<file path="config.mk">
export PLATFORM = sky130hd
export DESIGN_NAME = clk_div_prog
export DESIGN_NICKNAME = d
export VERILOG_FILES = /design/src/rtl/clk_div_prog.sv
export SDC_FILE = /design/constraint.sdc
export NUM_CORES = 1
export LEC_CHECK = 0
export BUFFER_PORTS_ARGS = -buffer_cell sky130_fd_sc_hd__buf_2
export CORE_MARGIN = 1
export CORE_UTILIZATION = 46
export CTS_CLUSTER_SIZE = 25
export DETAILED_ROUTE_END_ITERATION = 10
export GPL_TIMING_DRIVEN = 0
export PLACE_DENSITY = 0.72
export SYNTH_ARGS = -nofsm -noshare
export SYNTH_HDL_FRONTEND = slang
export SYNTH_SLANG_ARGS = --single-unit
</file>
<file path="constraint.sdc">
create_clock -name pclk -period 4.85 [get_ports pclk]
set_input_delay 1.2125 -clock pclk [delete_from_list [all_inputs] [get_ports pclk]]
set_output_delay 1.2125 -clock pclk [all_outputs]
set_load 0.01 [all_outputs]
</file>
<file path="src/rtl/clk_div_prog.sv">
`default_nettype none
// ============================================================================
// Module      : clk_div_prog
// Description : Multi-channel runtime-programmable integer clock divider.
//               Each channel emits a registered divided-clock level and a
//               one-cycle enable pulse at the start of every output period.
//               Ratio reloads take effect only at period boundaries (or on a
//               global sync), so no runt or stretched pulse is produced.
// Revision    : 1.0 - initial release
// ============================================================================
module clk_div_prog #(
    parameter int NUM_CH  = 2,
    parameter int DIV_W   = 8,
    parameter int DEF_DIV = 2
) (
    input  logic                    pclk,
    input  logic                    rst_n,
    input  logic                    en,
    input  logic                    sync,
    input  logic [NUM_CH*DIV_W-1:0] div_val,
    input  logic [NUM_CH-1:0]       div_load,
    output logic [NUM_CH-1:0]       clk_out,
    output logic [NUM_CH-1:0]       clk_en,
    output logic [NUM_CH-1:0]       div_busy
);

    // A ratio of 0 behaves exactly like 1, so the default is normalised once
    // here and every stored active ratio is kept non-zero from then on.
    localparam logic [DIV_W-1:0] c_def_raw = DIV_W'(DEF_DIV);
    localparam logic [DIV_W-1:0] c_def_n   = (c_def_raw == '0) ? DIV_W'(1) : c_def_raw;
    localparam logic [DIV_W-1:0] c_def_cnt = c_def_n - DIV_W'(1);
    localparam logic [DIV_W-1:0] c_one     = DIV_W'(1);

    for (genvar i = 0; i < NUM_CH; i++) begin : g_ch

        logic [DIV_W-1:0] r_n;        // active ratio, never zero
        logic [DIV_W-1:0] r_p;        // pending ratio as written (may be zero)
        logic             r_pend;     // pending ratio waiting for a boundary
        logic [DIV_W-1:0] r_cnt;      // position within the current period
        logic             r_clk_out;
        logic             r_clk_en;

        logic [DIV_W-1:0] w_p_eff;
        logic             w_wrap;
        logic             w_apply;
        logic [DIV_W-1:0] w_n_next;
        logic [DIV_W-1:0] w_cnt_inc;
        logic [DIV_W-1:0] w_high;

        // Decode the period boundary and the ratio that governs the next cycle.
        always_comb begin
            w_p_eff   = (r_p == '0) ? c_one : r_p;
            w_wrap    = (r_cnt == (r_n - c_one));
            // A pending ratio is promoted on sync, or on a wrap while running.
            // The load strobe of this same edge is deliberately not looked at,
            // so a load coincident with a boundary waits for the next one.
            w_apply   = r_pend & (sync | (en & w_wrap));
            w_n_next  = w_apply ? w_p_eff : r_n;
            w_cnt_inc = w_wrap ? '0 : (r_cnt + c_one);
            // High time is ceil(N/2) so odd ratios spend the extra cycle high.
            w_high    = w_n_next - (w_n_next >> 1);
        end

        // Ratio bookkeeping, counter advance and registered output decode.
        always_ff @(posedge pclk) begin
            if (!rst_n) begin
                r_n       <= c_def_n;
                r_p       <= c_def_n;
                r_pend    <= 1'b0;
                r_cnt     <= c_def_cnt;
                r_clk_out <= 1'b0;
                r_clk_en  <= 1'b0;
            end else begin
                if (w_apply) begin
                    r_n <= w_p_eff;
                end

                // A fresh load always leaves a pending value behind, even
                // when an older pending value is being consumed this edge.
                if (div_load[i]) begin
                    r_p    <= div_val[i*DIV_W +: DIV_W];
                    r_pend <= 1'b1;
                end else if (w_apply) begin
                    r_pend <= 1'b0;
                end

                if (sync) begin
                    r_cnt     <= '0;
                    r_clk_out <= 1'b1;
                    r_clk_en  <= 1'b1;
                end else if (en) begin
                    r_cnt     <= w_cnt_inc;
                    r_clk_out <= (w_cnt_inc < w_high);
                    r_clk_en  <= (w_cnt_inc == '0);
                end else begin
                    // Frozen: level and position hold, only the pulse drops.
                    r_clk_en  <= 1'b0;
                end
            end
        end

        assign clk_out[i]  = r_clk_out;
        assign clk_en[i]   = r_clk_en;
        assign div_busy[i] = r_pend;

    end : g_ch

endmodule
`default_nettype wire

</file>
-- Word-level counts from Yosys, hierarchy flattened
Index checks and enable logic that the tools add are counted.
- register bits: 54
- word-level logic and storage cells: 61
- input port bits: 22
- magnitude comparators: 2
- reductions and logical operators: 8
- bitwise operators: 7
- add/subtract/negate cells: 6
- eq/ne operators: 2
- muxes and demuxes: 22
- operators by type and width (cell ; count):
    2-to-1 mux 8 bit ; 6
    logical NOT 8 bit ; 4
    adder 8 x 1 -> 8 bit (second input constant) ; 2
    == test 8 bit ; 2
    less-than comparator 8 bit ; 2
    2-to-1 mux 1 bit ; 16
    subtractor 8 x 1 -> 8 bit (second input constant) ; 2
    subtractor 8 x 7 -> 8 bit ; 2
    nonzero test 2 bit ; 3
    AND 1 bit ; 4
    OR 1 bit ; 2
    OR reduction 2 bit ; 1
    inverter 1 bit ; 1

-- Depth between registers and ports, before layout
Gate-level depths: netlist (run 1).
- depth in word-level cells: 10
- mapped depth: 25
- mapped depth without buffers: 23

-- Worst setup path after synthesis (run 1)
No wires, ideal clock.
- path kind: input to register
- start point: input port en
- end point: register g_ch[1].r_clk_out
- path buffers: 3
- slack: -0.046 ns
- arrival: 4.822 ns
- stages on the path: 19
- setup time: 0.074 ns
- cells stage by stage: clkbuf_1 > nand2_1 > o31a_1 > buf_2 > buf_1 > mux2i_1 > inv_1 > ha_1 > fa_1 > maj3_1 > mux2i_1 > a2111oi_0 > nor3_1 > xnor2_1 > ha_1 > nor2b_1 > o21ai_0 > o211ai_1 > o21ai_0
- longest elaborated chain between the ends: 8
- elaborated cells on any way between the ends: 9
- classes of those cells: add/sub (1); order compare (1); mux (3); bitwise (3); reduce/logical (1)
- ends and longest elaborated chain (what ; RTL line ; text):
    start: declaration ; 18 ; input logic en,
    AND 1 bit ; 57 ; w_apply = r_pend & (sync | (en & w_wrap));
    OR 1 bit ; 57 ;
    AND 1 bit ; 57 ;
    2-to-1 mux 8 bit ; - ;
    via g_ch[1].w_n_next[1] ; 46 ; logic [DIV_W-1:0] w_n_next;
    subtractor 8 x 7 -> 8 bit ; 61 ; w_high = w_n_next - (w_n_next >> 1);
    less-than comparator 8 bit ; 93 ; r_clk_out <= (w_cnt_inc < w_high);
    2-to-1 mux 1 bit ; 91 ; end else if (en) begin
    2-to-1 mux 1 bit ; 87 ; if (sync) begin
    end signal: assignment ; 93 ;
    end: declaration ; 40 ; logic r_clk_out;
The timed path passes the listed nets, and every way through them passes these cells. The select of a mux whose other input is x is not followed.
A chain may end at the register's enable or synchronous reset.

-- Worst setup path after layout (run 1)
- start point: register g_ch[1].r_n[0]
- end point: register g_ch[1].r_clk_out
- longest elaborated chain between the ends: 10
- elaborated cells on any way between the ends: 11
- classes of those cells: add/sub (2); order compare (1); eq/ne (1); mux (4); bitwise (3)
- ends and longest elaborated chain (what ; RTL line ; text):
    start: declaration ; 36 ; logic [DIV_W-1:0] r_n;
    start signal: assignment ; 67 ; r_n <= c_def_n;
    start signal: assignment ; 75 ; r_n <= w_p_eff;
    subtractor 8 x 1 -> 8 bit ; 53 ; w_wrap = (r_cnt == (r_n - c_one));
    == test 8 bit ; 53 ;
    AND 1 bit ; 57 ;
    OR 1 bit ; 57 ;
    AND 1 bit ; 57 ;
    2-to-1 mux 8 bit ; - ;
    via g_ch[1].w_n_next[1] ; 46 ;
    subtractor 8 x 7 -> 8 bit ; 61 ;
    less-than comparator 8 bit ; 93 ;
    2-to-1 mux 1 bit ; 91 ;
    2-to-1 mux 1 bit ; 87 ;
The timed path passes the listed nets, and every way through them passes these cells. The select of a mux whose other input is x is not followed.

==> results.json, run 1 <==
{
  "crit_chain": "inv_1, ha_1, nor3b_4, nor4b_2, o221ai_1, and3_1, o31a_1, buf_6, mux2i_4, inv_2, ha_4, fa_2, maj3_2, mux2i_2, a2111oi_2, nor3_1, xnor2_1, ha_1, nor2b_4, o21ai_1, o211ai_1, o21ai_1",
  "relSlewSlack_pct": 52.4,
  "holdPathEnd": "g_ch[0].r_p[0]",
  "cts_buffers": 5,
  "syn-num-nets": 512,
  "dieWidth_um": 94.7,
  "synth.avg_cell_area_sq_um": 8.64,
  "synthCells": 457,
  "status": "complete, no violations",
  "worstPathRequired_ps": 5110,
  "finalClockSkew_ps": 10.6,
  "whs_path_depth": 2,
  "reg2reg_to": "g_ch[1].r_clk_out",
  "wl_per_cell_um": 14.8,
  "design.core.area_sq_mm": 0.00826,
  "fmax_mhz": 211,
  "numPortBuffers": 23,
  "worstSetupStartpointType": "flip-flop",
  "place_area_sq_mm": 0.00420,
  "htree_levels": 2,
  "crit_start": "g_ch[1].r_n[0]",
  "clk_pin_slew_worst_paths_ps": 110,
  "fin_util_pct": 54.8,
  "wl_um": 8970,
  "grt_antenna_before_repair": 0,
  "start_util_pct": 47.8,
  "clk_path_buf_depth": 2,
  "die_area_sq_mm": 0.00896,
  "synthTopCellsByArea": "dfxtp_1 (27%), mux2i_1 (9.9%), ha_1 (9.8%)",
  "grt-ovfl-total": 0,
  "ys_types": 53,
  "reg2reg_from": "g_ch[1].r_n[0]",
  "ff2ff_path_depth": 22,
  "cts.sinks": 54,
  "dpl_worst_slack_ps": -526,
  "yosysMostFrequentCell": "dfxtp_1",
  "syn_area_sq_mm": 0.00395,
  "setup_viol": 0,
  "chipHeight_um": 94.7,
  "worstSetupPathType": "reg2reg",
  "yosysTopAreaCellShare_pct": 27.4,
  "drv_slew": 0,
  "min_path_type": "reg2reg",
  "crit_fanout": 8,
  "ys.flop_type": "dfxtp_1",
  "row_count": 33,
  "hold_violations": 0,
  "grt_pass1_vias": 3079,
  "worstMarginPinSlew_ps": 714,
  "hpwlAfterDp_um": 6540,
  "clock_latency_ps": 320,
  "finalWorstSetupSlack_ps": 100,
  "cp_slowest_cell": "dfxtp_4",
  "async_flop_share_pct": 0,
  "grt_pass1_wl_um": 14300,
  "p_leak_nw": 1.97,
  "antenna_cells": 0,
  "ys_warn_count": 0,
  "firstDrtPassIters": 4,
  "drc_errors": 0,
  "ant_nets": 0,
  "via_per_inst": 5.38,
  "max_cap_viol_count": 0,
  "worstPathArrival_ps": 5010,
  "synth_commonest_cells": "dfxtp_1 (54), mux2i_1 (39), nor2b_1 (39)",
  "ys_seq_area_share_pct": 27.4,
  "critPathMaxStageDelay_ps": 380,
  "worst-r2r-setup-slack_ps": 100,
  "dr_total_vias": 3258,
  "finalInstanceArea_sq_mm": 0.00453,
  "nFillCells": 729,
  "synth_top_area_cell": "dfxtp_1",
  "fin_nets": 555,
  "design.portCount": 28,
  "cts_tree": "done",
  "fin_hold_ws_ps": 530,
  "grt_start_max_net_pins": 20,
  "gp_congestion": 0.815,
  "drive_gt1_share_pct": 18.4,
  "pwr_density_cell_mw_per_mm2": 248,
  "drt_iter0_drc": 126,
  "post-route-period-util_pct": 97.9,
  "layout_min_cycle_time_ps": 4750,
  "ir_drop_mv": 0.145,
  "clockRootBuffer": "clkbuf_8",
  "end_kind": "flip-flop",
  "hold_start": "g_ch[0].r_p[0]",
  "grtUsageTotal_pct": 20.4,
  "ys_seq_elements": 54,
  "area_growth_pct": 14.7,
  "synth_edf_count": 0
}
==> per-layer routing <==
layer	vias up	track usage [%]	wire length [um]
met5	-	0	0
li1	1662	-	-
met3	9	3.30	415
met1	1521	27.0	4250
met2	66	33.3	4190
met4	0	7.32	111
==> flip-flops by register name, summed over array words and instances (netlist names) <==
signal / flops
g_ch.r_clk_en: 2
g_ch.r_clk_out: 2
g_ch.r_cnt: 16
g_ch.r_n: 16
g_ch.r_p: 16
g_ch.r_pend: 2
==> cells in the final DEF (no fill, tap or decap), types with 4 or more instances in the layout <==
cell type	netlist	routed
ha_1	31	29
buf_4	6	21
nand3_1	11	11
nor2b_1	39	38
and3_1	8	8
buf_2	3	25
clkbuf_8	0	5
mux2i_4	1	4
o21ai_1	0	4
a21oi_1	24	22
o21ai_0	21	17
xnor2_1	31	30
mux2i_1	39	34
a21o_1	7	7
xor2_1	17	17
nand2_1	15	15
nor3_1	12	12
nand2b_1	7	7
nor2_1	37	36
dfxtp_1	54	49
inv_1	21	20
clkbuf_1	20	19
==> kinds of logic (layout without fill, tap and decap cells) <==
kind of cell               after synthesis  after routing  share of synthesized area (%)
AOI/OAI and AO/OA                       75             75                           12.3
xor gates and xnor gates                48             48                           10.6
adders and majority gates               37             37                           11.9
buffers and inverters                   54             98                           5.99
DFF                                     54             54                           27.4
muxes                                   42             42                           11.1
and+or+nand+nor                        147            147                           20.8
==> metrics by stage <==
step,setup TNS [ps],std cells,power [mW]
global placement,-369,585,0.796
floorplan,0,457,0.735
finish,0,606,1.12
CTS,0,599,1.10
global route,-94.8,606,1.19
detailed placement,-574,585,0.809
==> report_power, final <==
part / internal (mW) / switching (mW) / leakage (nW)
combinational: 0.175 / 0.189 / 1.48
sequential: 0.462 / 0.0193 / 0.443
clock: 0.108 / 0.171 / 0.0495
==> cell type report <==
class	count	area, sq um	area share, %
Clock buffer	5	68.8	1.52
Multi-Input combinational cell	349	2750	60.7
Sequential cell	54	1090	24.1
Inverter	22	82.6	1.82
Timing Repair Buffer	38	228	5.03
Clock inverter	3	26.3	0.580
Buffer	30	153	3.37
Tap cell	105	131	2.90
==> what timing repair did <==
item                                    4_1_cts  5_1_grt
resized for setup                            14       25
gates cloned                                  0        0
hold buffers                                  0        0
endpoints found under the setup margin        2        2
buffers inserted                              6       10
pin swaps                                     5       18
==> worst max path at each step <==
stage                         to
2_1_floorplan  g_ch[1].r_clk_out
5_1_grt        g_ch[1].r_clk_out
3_5_place_dp   g_ch[1].r_clk_out
6_report       g_ch[1].r_clk_out
4_1_cts        g_ch[1].r_clk_out
3_3_place_gp   g_ch[1].r_clk_out
==> critical path: cells and delay by family, from the launching register on <==
kind | cells | cell delay (ps)
adders and majority gates | 5 | 1370
and+or+nand+nor | 5 | 980
AOI/OAI and AO/OA | 6 | 970
muxes | 2 | 490
DFF | 1 | 380
buffers and inverters | 3 | 320
xor gates and xnor gates | 1 | 170
Note: power is estimated with default switching activity, not from simulation.
==> inputs of run 2 (changes only) <==
--- a/config.mk
+++ b/config.mk
@@ -5,6 +5,7 @@
 export SDC_FILE = /design/constraint.sdc
 export NUM_CORES = 1
 export LEC_CHECK = 0
+export ABC_AREA = 1
 export BUFFER_PORTS_ARGS = -buffer_cell sky130_fd_sc_hd__buf_2
 export CORE_MARGIN = 1
 export CORE_UTILIZATION = 46
==> run 2 against run 1 <==
Compared with the run above: worst hold slack lost 51 ps; area after synthesis shrank 1.0%; non-clock buffer count shrank 23; die area shrank 1.0%; utilization shrank 2.6 points; synthesized cell count grew 26%; fmax grew 6.0%; global-route usage grew 1.1 points; first-iteration DRC count grew 9.5%; sequential share of layout area grew 1.1 points; total power grew 12%; critical endpoint is now g_ch[0].r_clk_out; highest routed layer unchanged.
==> results.json, run 2 <==
{
  "cts_tree": "done",
  "cts_hold_buf": 0,
  "drv_slew": 0,
  "grtUsageTotal_pct": 21.5,
  "chipHeight_um": 94.2,
  "synth.avg_cell_area_sq_um": 6.76,
  "post-route-period-util_pct": 92.4,
  "grt-ovfl-total": 0,
  "async_flop_share_pct": 0,
  "end_kind": "flip-flop",
  "dpl.cell_count": 710,
  "sw_frac_of_total_pct": 35.8,
  "synth_top_area_cell": "dfxtp_1",
  "ys_warn_count": 0,
  "clockRootBuffer": "clkbuf_8",
  "synth_edf_count": 0,
  "hold_violations": 0,
  "pwr_density_cell_mw_per_mm2": 294,
  "worstSetupPathType": "reg2reg",
  "drive_gt1_share_pct": 14.2,
  "htree_levels": 2,
  "finalClockSkew_ps": 5.64,
  "clk_path_buf_depth": 2,
  "mostFrequentLayoutCells": "nand2_1 (121), inv_1 (74), nor2_1 (66), dfxtp_1 (53), a21oi_1 (42)",
  "hold_start": "g_ch[1].r_p[4]",
  "start_util_pct": 47.6,
  "clock_latency_ps": 310,
  "max_cap_viol_count": 0,
  "dpl_worst_slack_ps": 165,
  "ys.flop_type": "dfxtp_1",
  "synthCells": 578,
  "switching_power_uw": 452,
  "min_path_type": "reg2reg",
  "reg2reg_from": "g_ch[0].r_n[0]",
  "reg2reg_to": "g_ch[0].r_clk_out",
  "fmax_mhz": 223,
  "syn_area_sq_mm": 0.00391,
  "grt_pass1_vias": 3347,
  "die_area_sq_mm": 0.00887,
  "ys_seq_elements": 54,
  "row_count": 33,
  "wl_per_cell_um": 12.1,
  "ys_types": 41,
  "dr_total_vias": 3604,
  "antenna_cells": 0,
  "holdPathEnd": "g_ch[1].r_p[4]",
  "hpwlAfterDp_um": 6990,
  "cp_slowest_cell": "dfxtp_2",
  "yosysTopAreaCellShare_pct": 27.7,
  "drt_iter0_drc": 138,
  "worstMarginPinSlew_ps": 570,
  "critPathMaxStageDelay_ps": 350,
  "yosysMostFrequentCell": "nand2_1",
  "fin_nets": 667,
  "post-cts-setup-buffer-count": 0,
  "seq_power_share_pct": 39.3,
  "gp_congestion": 0.879,
  "clk_pin_slew_worst_paths_ps": 100,
  "whs_path_depth": 2,
  "worstSetupStartpointType": "flip-flop",
  "clkPwrFrac_pct": 24.3,
  "top_regs": "g_ch.r_cnt: 16 flops, g_ch.r_n: 16 flops, g_ch.r_p: 16 flops",
  "status": "complete, no violations",
  "grt_start_max_net_pins": 17,
  "ys_seq_area_share_pct": 27.7,
  "synthTopCellsByArea": "dfxtp_1 (28%), nand2_1 (12%), ha_1 (9.9%)",
  "area_growth_pct": 9.96,
  "ff2ff_path_depth": 30,
  "design.portCount": 28,
  "fin_cells": 718,
  "synth_commonest_cells": "nand2_1 (121), inv_1 (74), nor2_1 (66)",
  "cts.sinks": 54,
  "cts_buffers": 5,
  "wl_um": 8670,
  "grt_antenna_before_repair": 0,
  "design.core.area_sq_mm": 0.00822,
  "via_per_inst": 5.02,
  "ir_drop_mv": 0.166,
  "syn-num-nets": 633,
  "crit_fanout": 10,
  "setup_viol": 0,
  "worst-r2r-setup-slack_ps": 370,
  "p_leak_nw": 2.15,
  "p_int_uw": 810,
  "worstPathArrival_ps": 4720,
  "grt_pass1_wl_um": 15200,
  "dieWidth_um": 94.2,
  "setup_tns_ps": 0,
  "nFillCells": 775,
  "numPortBuffers": 27,
  "finalWorstSetupSlack_ps": 369,
  "firstDrtPassIters": 4,
  "drc_errors": 0,
  "ant_nets": 0,
  "layout_commonest_cell": "nand2_1",
  "layout_min_cycle_time_ps": 4480,
  "relSlewSlack_pct": 62.0,
  "p_comb_share_pct": 36.5,
  "worstPathRequired_ps": 5090
}
==> run 2: changes by cell type after synthesis, sizes merged, moves of 20 or more <==
cell   before  now
inv        22   86
mux2i      41    1
nand2      15  129
nand3      11   31
nor2       37   72
nor2b      39    0
o21ai      21   50
xnor2      31   10
==> run 2: final cells by class <==
class | count | area [sq um] | share of cell area, %
Buffer | 18 | 109 | 2.53
Clock buffer | 6 | 72.6 | 1.69
Clock inverter | 2 | 37.5 | 0.874
Inverter | 86 | 323 | 7.51
Multi-Input combinational cell | 420 | 2410 | 56.0
Sequential cell | 54 | 1080 | 25.2
Tap cell | 105 | 131 | 3.06
Timing Repair Buffer | 27 | 135 | 3.15
==> run 2: critical path: cells and delay by family, from the launching register on <==
family / cells / cell delay (ps)
XOR/XNOR: 2 / 330
AND/OR/NAND/NOR: 12 / 1300
AO/OA/AOI/OAI: 9 / 1290
flip-flops: 1 / 350
adder cells (fa/ha/maj): 3 / 790
buffers and inverters: 4 / 350
==> run 2: timing repair <==
| action | in CTS | in global routing |
|---|---|---|
| gates resized for setup | 0 | 8 |
| hold endpoints to repair | 0 | 0 |
| endpoints found under the setup margin | 0 | 2 |
==> run 2: cells by family (layout without fill, tap and decap cells) <==
kind of cell,count (synthesis),after routing,synth area share [%]
adders and majority gates,33,33,11.0
muxes,1,1,0.352
AOI/OAI and AO/OA,105,105,14.9
xor gates and xnor gates,26,26,6.02
and+or+nand+nor,255,255,29.1
DFF,54,54,27.7
buffers and inverters,104,139,11.0
==> run 2: power by group through the flow <==
stage / logic, mW / registers (mW) / clock network [mW]
6_report: 0.460 / 0.496 / 0.306
5_1_grt: 0.535 / 0.500 / 0.330
4_1_cts: 0.454 / 0.496 / 0.310
3_5_place_dp: 0.452 / 0.506 / 0
3_3_place_gp: 0.435 / 0.506 / 0
2_1_floorplan: 0.357 / 0.498 / 0
==> run 2: how the worst max path moves through the flow <==
stage	from	end	slack, ps	depth (start not counted)
final	g_ch[0].r_n[0]	g_ch[0].r_clk_out	370	30
after global routing	g_ch[0].r_n[0]	g_ch[0].r_clk_out	-20	30
after CTS	g_ch[0].r_n[0]	g_ch[0].r_clk_out	200	30
after detailed placement	en	g_ch[0].r_clk_out	170	20
after global placement	en	g_ch[0].r_clk_out	260	20
after floorplan	g_ch[0].r_n[0]	g_ch[0].r_clk_out	800	28
==> run 2: metrics by stage <==
| step | instance area [sq um] | hold slack [ps] | power, mW | util, % |
|---|---|---|---|---|
| floorplan | 3910 | 443 | 0.855 | - |
| global placement | 4170 | 462 | 0.941 | 50.8 |
| detailed placement | 4170 | 471 | 0.958 | 50.8 |
| CTS | 4280 | 486 | 1.26 | 52.1 |
| global route | 4300 | 511 | 1.37 | 52.3 |
| finish | 4300 | 478 | 1.26 | 52.3 |
==> run 2: routing by layer <==
| metal | GRT usage, % | share of wire, % |
|---|---|---|
| met5 | 0 | 0 |
| met4 | 5.90 | 1.5 |
| met3 | 3.07 | 4.4 |
| met2 | 34.6 | 44 |
| met1 | 29.6 | 50 |
==> inputs of run 3 (changes only) <==
--- a/config.mk
+++ b/config.mk
@@ -7,6 +7,7 @@
 export LEC_CHECK = 0
 export ABC_AREA = 1
 export BUFFER_PORTS_ARGS = -buffer_cell sky130_fd_sc_hd__buf_2
+export CORE_ASPECT_RATIO = 0.8
 export CORE_MARGIN = 1
 export CORE_UTILIZATION = 46
 export CTS_CLUSTER_SIZE = 25
==> run 3 against run 2 <==
Compared with the run above: worst setup slack better by 81 ps; non-clock buffer count rose by 1; via count is 1.4% higher; critical endpoint unchanged; utilization is 1.0 points higher; clock-buffer cell count is 1 lower.
==> results.json, run 3 (synthesis gave the netlist of run 2 again) <==
{
  "critPathMaxStageDelay_ps": 360,
  "fin_nets": 668,
  "crit_fanout": 10,
  "drive_gt1_share_pct": 14.3,
  "layout_commonest_cell": "nand2_1",
  "p_int_uw": 816,
  "finalInstanceArea_sq_mm": 0.00431,
  "worstSetupPathType": "reg2reg",
  "grt_pass1_wl_um": 16600,
  "worstPathRequired_ps": 5110,
  "switching_power_uw": 486,
  "sw_frac_of_total_pct": 37.3,
  "clock_latency_ps": 320,
  "row_count": 29,
  "clk_path_buf_depth": 2,
  "design.portCount": 28,
  "drv_slew": 0,
  "grt_pass1_vias": 3649,
  "nFillCells": 794,
  "start_util_pct": 48.3,
  "grtUsageTotal_pct": 22.9,
  "setup_viol": 0,
  "pwr_density_cell_mw_per_mm2": 302,
  "rsz0062_at_grt": "false",
  "p_leak_nw": 2.15,
  "fmax_mhz": 227,
  "clkPwrFrac_pct": 25.7,
  "top_regs": "g_ch.r_cnt: 16 flops, g_ch.r_n: 16 flops, g_ch.r_p: 16 flops",
  "firstDrtPassIters": 4,
  "ant_nets": 0,
  "hpwlAfterDp_um": 7500,
  "clk_pin_slew_worst_paths_ps": 110,
  "area_growth_pct": 10.4,
  "gp_congestion": 0.885,
  "cts_hold_buf": 0,
  "end_kind": "flip-flop",
  "post-route-period-util_pct": 90.7,
  "setup_tns_ps": 0,
  "min_path_type": "reg2reg",
  "place_area_sq_mm": 0.00418,
  "mostFrequentLayoutCells": "nand2_1 (121), inv_1 (74), nor2_1 (66), dfxtp_1 (53), a21oi_1 (43)",
  "finalClockSkew_ps": 6.47,
  "seq_power_share_pct": 38.3,
  "hold_violations": 0,
  "max_cap_viol_count": 0,
  "cp_slowest_cell": "dfxtp_2",
  "numPortBuffers": 27,
  "worstMarginPinSlew_ps": 614,
  "grt_start_max_net_pins": 19,
  "grt-ovfl-total": 0,
  "dr_total_vias": 3655,
  "chipHeight_um": 84.4,
  "grt_antenna_before_repair": 0,
  "drt_iter0_drc": 161,
  "drc_errors": 0,
  "status": "complete, no violations",
  "layout_min_cycle_time_ps": 4400,
  "htree_levels": 2,
  "cts_buffers": 5,
  "worstPathArrival_ps": 4660,
  "clockRootBuffer": "clkbuf_8",
  "die_area_sq_mm": 0.00887,
  "wl_per_cell_um": 12.9,
  "cts_tree": "done",
  "relSlewSlack_pct": 59.1,
  "p_comb_share_pct": 36.0,
  "via_per_inst": 5.06,
  "multiInputGateArea_sq_mm": 0.00241,
  "worstSetupStartpointType": "flip-flop",
  "cts.sinks": 54,
  "ir_drop_mv": 0.180,
  "wl_um": 9310,
  "dieWidth_um": 105,
  "design.core.area_sq_mm": 0.00809,
  "antenna_cells": 0,
  "layout.area.seq_sq_mm": 0.00108
}
run 3: cell types whose count changed in the layout (fill, tap and decap cells not counted):
cell	before	now
inv_6	0	2
clkinvlp_4	1	0
buf_4	7	8
a21oi_1	42	43
clkbuf_1	10	9
o21ai_2	6	7
a21oi_2	2	1
a2111oi_2	1	0
nor3_2	2	1
o21ai_1	5	4
a2111oi_0	0	1
nor3_4	0	1
run 3: per-layer routing:
metal | share of wire [%] | global-route usage (%)
met2 | 43 | 37.3
met3 | 4.4 | 3.34
met5 | 0 | 0
met1 | 51 | 31.7
met4 | 1.1 | 6.40
run 3: critical path, delay by kind of cell (launching register included):
family	cells	cell delay, ps
simple gates	12	1160
xor+xnor	2	330
fa+ha+maj	3	790
flops	1	360
buf+inv	4	380
compound gates	9	1280
run 3: metrics by stage:
step / utilization [%] / hold WS [ps] / power, mW / cells / setup slack, ps
after floorplan: - / 443 / 0.855 / 578 / 797
after global placement: 51.6 / 469 / 0.941 / 713 / 320
after detailed placement: 51.6 / 477 / 0.966 / 713 / 223
after CTS: 53.1 / 494 / 1.29 / 721 / 210
after global routing: 53.3 / 512 / 1.40 / 722 / 53.5
final: 53.3 / 488 / 1.30 / 722 / 449
run 3: worst paths after layout:
check	start	to	slack [ps]	depth (start not counted)
max	g_ch[0].r_n[0]	g_ch[0].r_clk_out	450	30
min	g_ch[0].r_p[7]	g_ch[0].r_p[7]	490	2
max reg2reg	g_ch[0].r_n[0]	g_ch[0].r_clk_out	450	30
min reg2reg	g_ch[0].r_p[7]	g_ch[0].r_p[7]	490	2
run 3: power groups by stage:
| stage | Clock, mW | Sequential [mW] | Combinational, mW |
|---|---|---|---|
| final | 0.334 | 0.498 | 0.469 |
| after global routing | 0.356 | 0.502 | 0.544 |
| after CTS | 0.333 | 0.497 | 0.462 |
| after detailed placement | 0 | 0.507 | 0.459 |
| after global placement | 0 | 0.506 | 0.435 |
| after floorplan | 0 | 0.498 | 0.357 |
run 3: cell type report:
type                    instances  share of cell area (%)
plain buffers                  18                    2.52
inverters                      86                    7.48
repair buffers                 28                    3.31
clock inverters                 3                    1.10
well taps                     108                    3.13
multi-input cells             420                    55.8
flip-flops and latches         54                    25.1
clock buffers                   5                    1.60
run 3: repair_timing:
| item | CTS | global route |
|---|---|---|
| setup endpoints to repair | 0 | 1 |
| setup buffers | 0 | 1 |
| resized for setup | 0 | 7 |
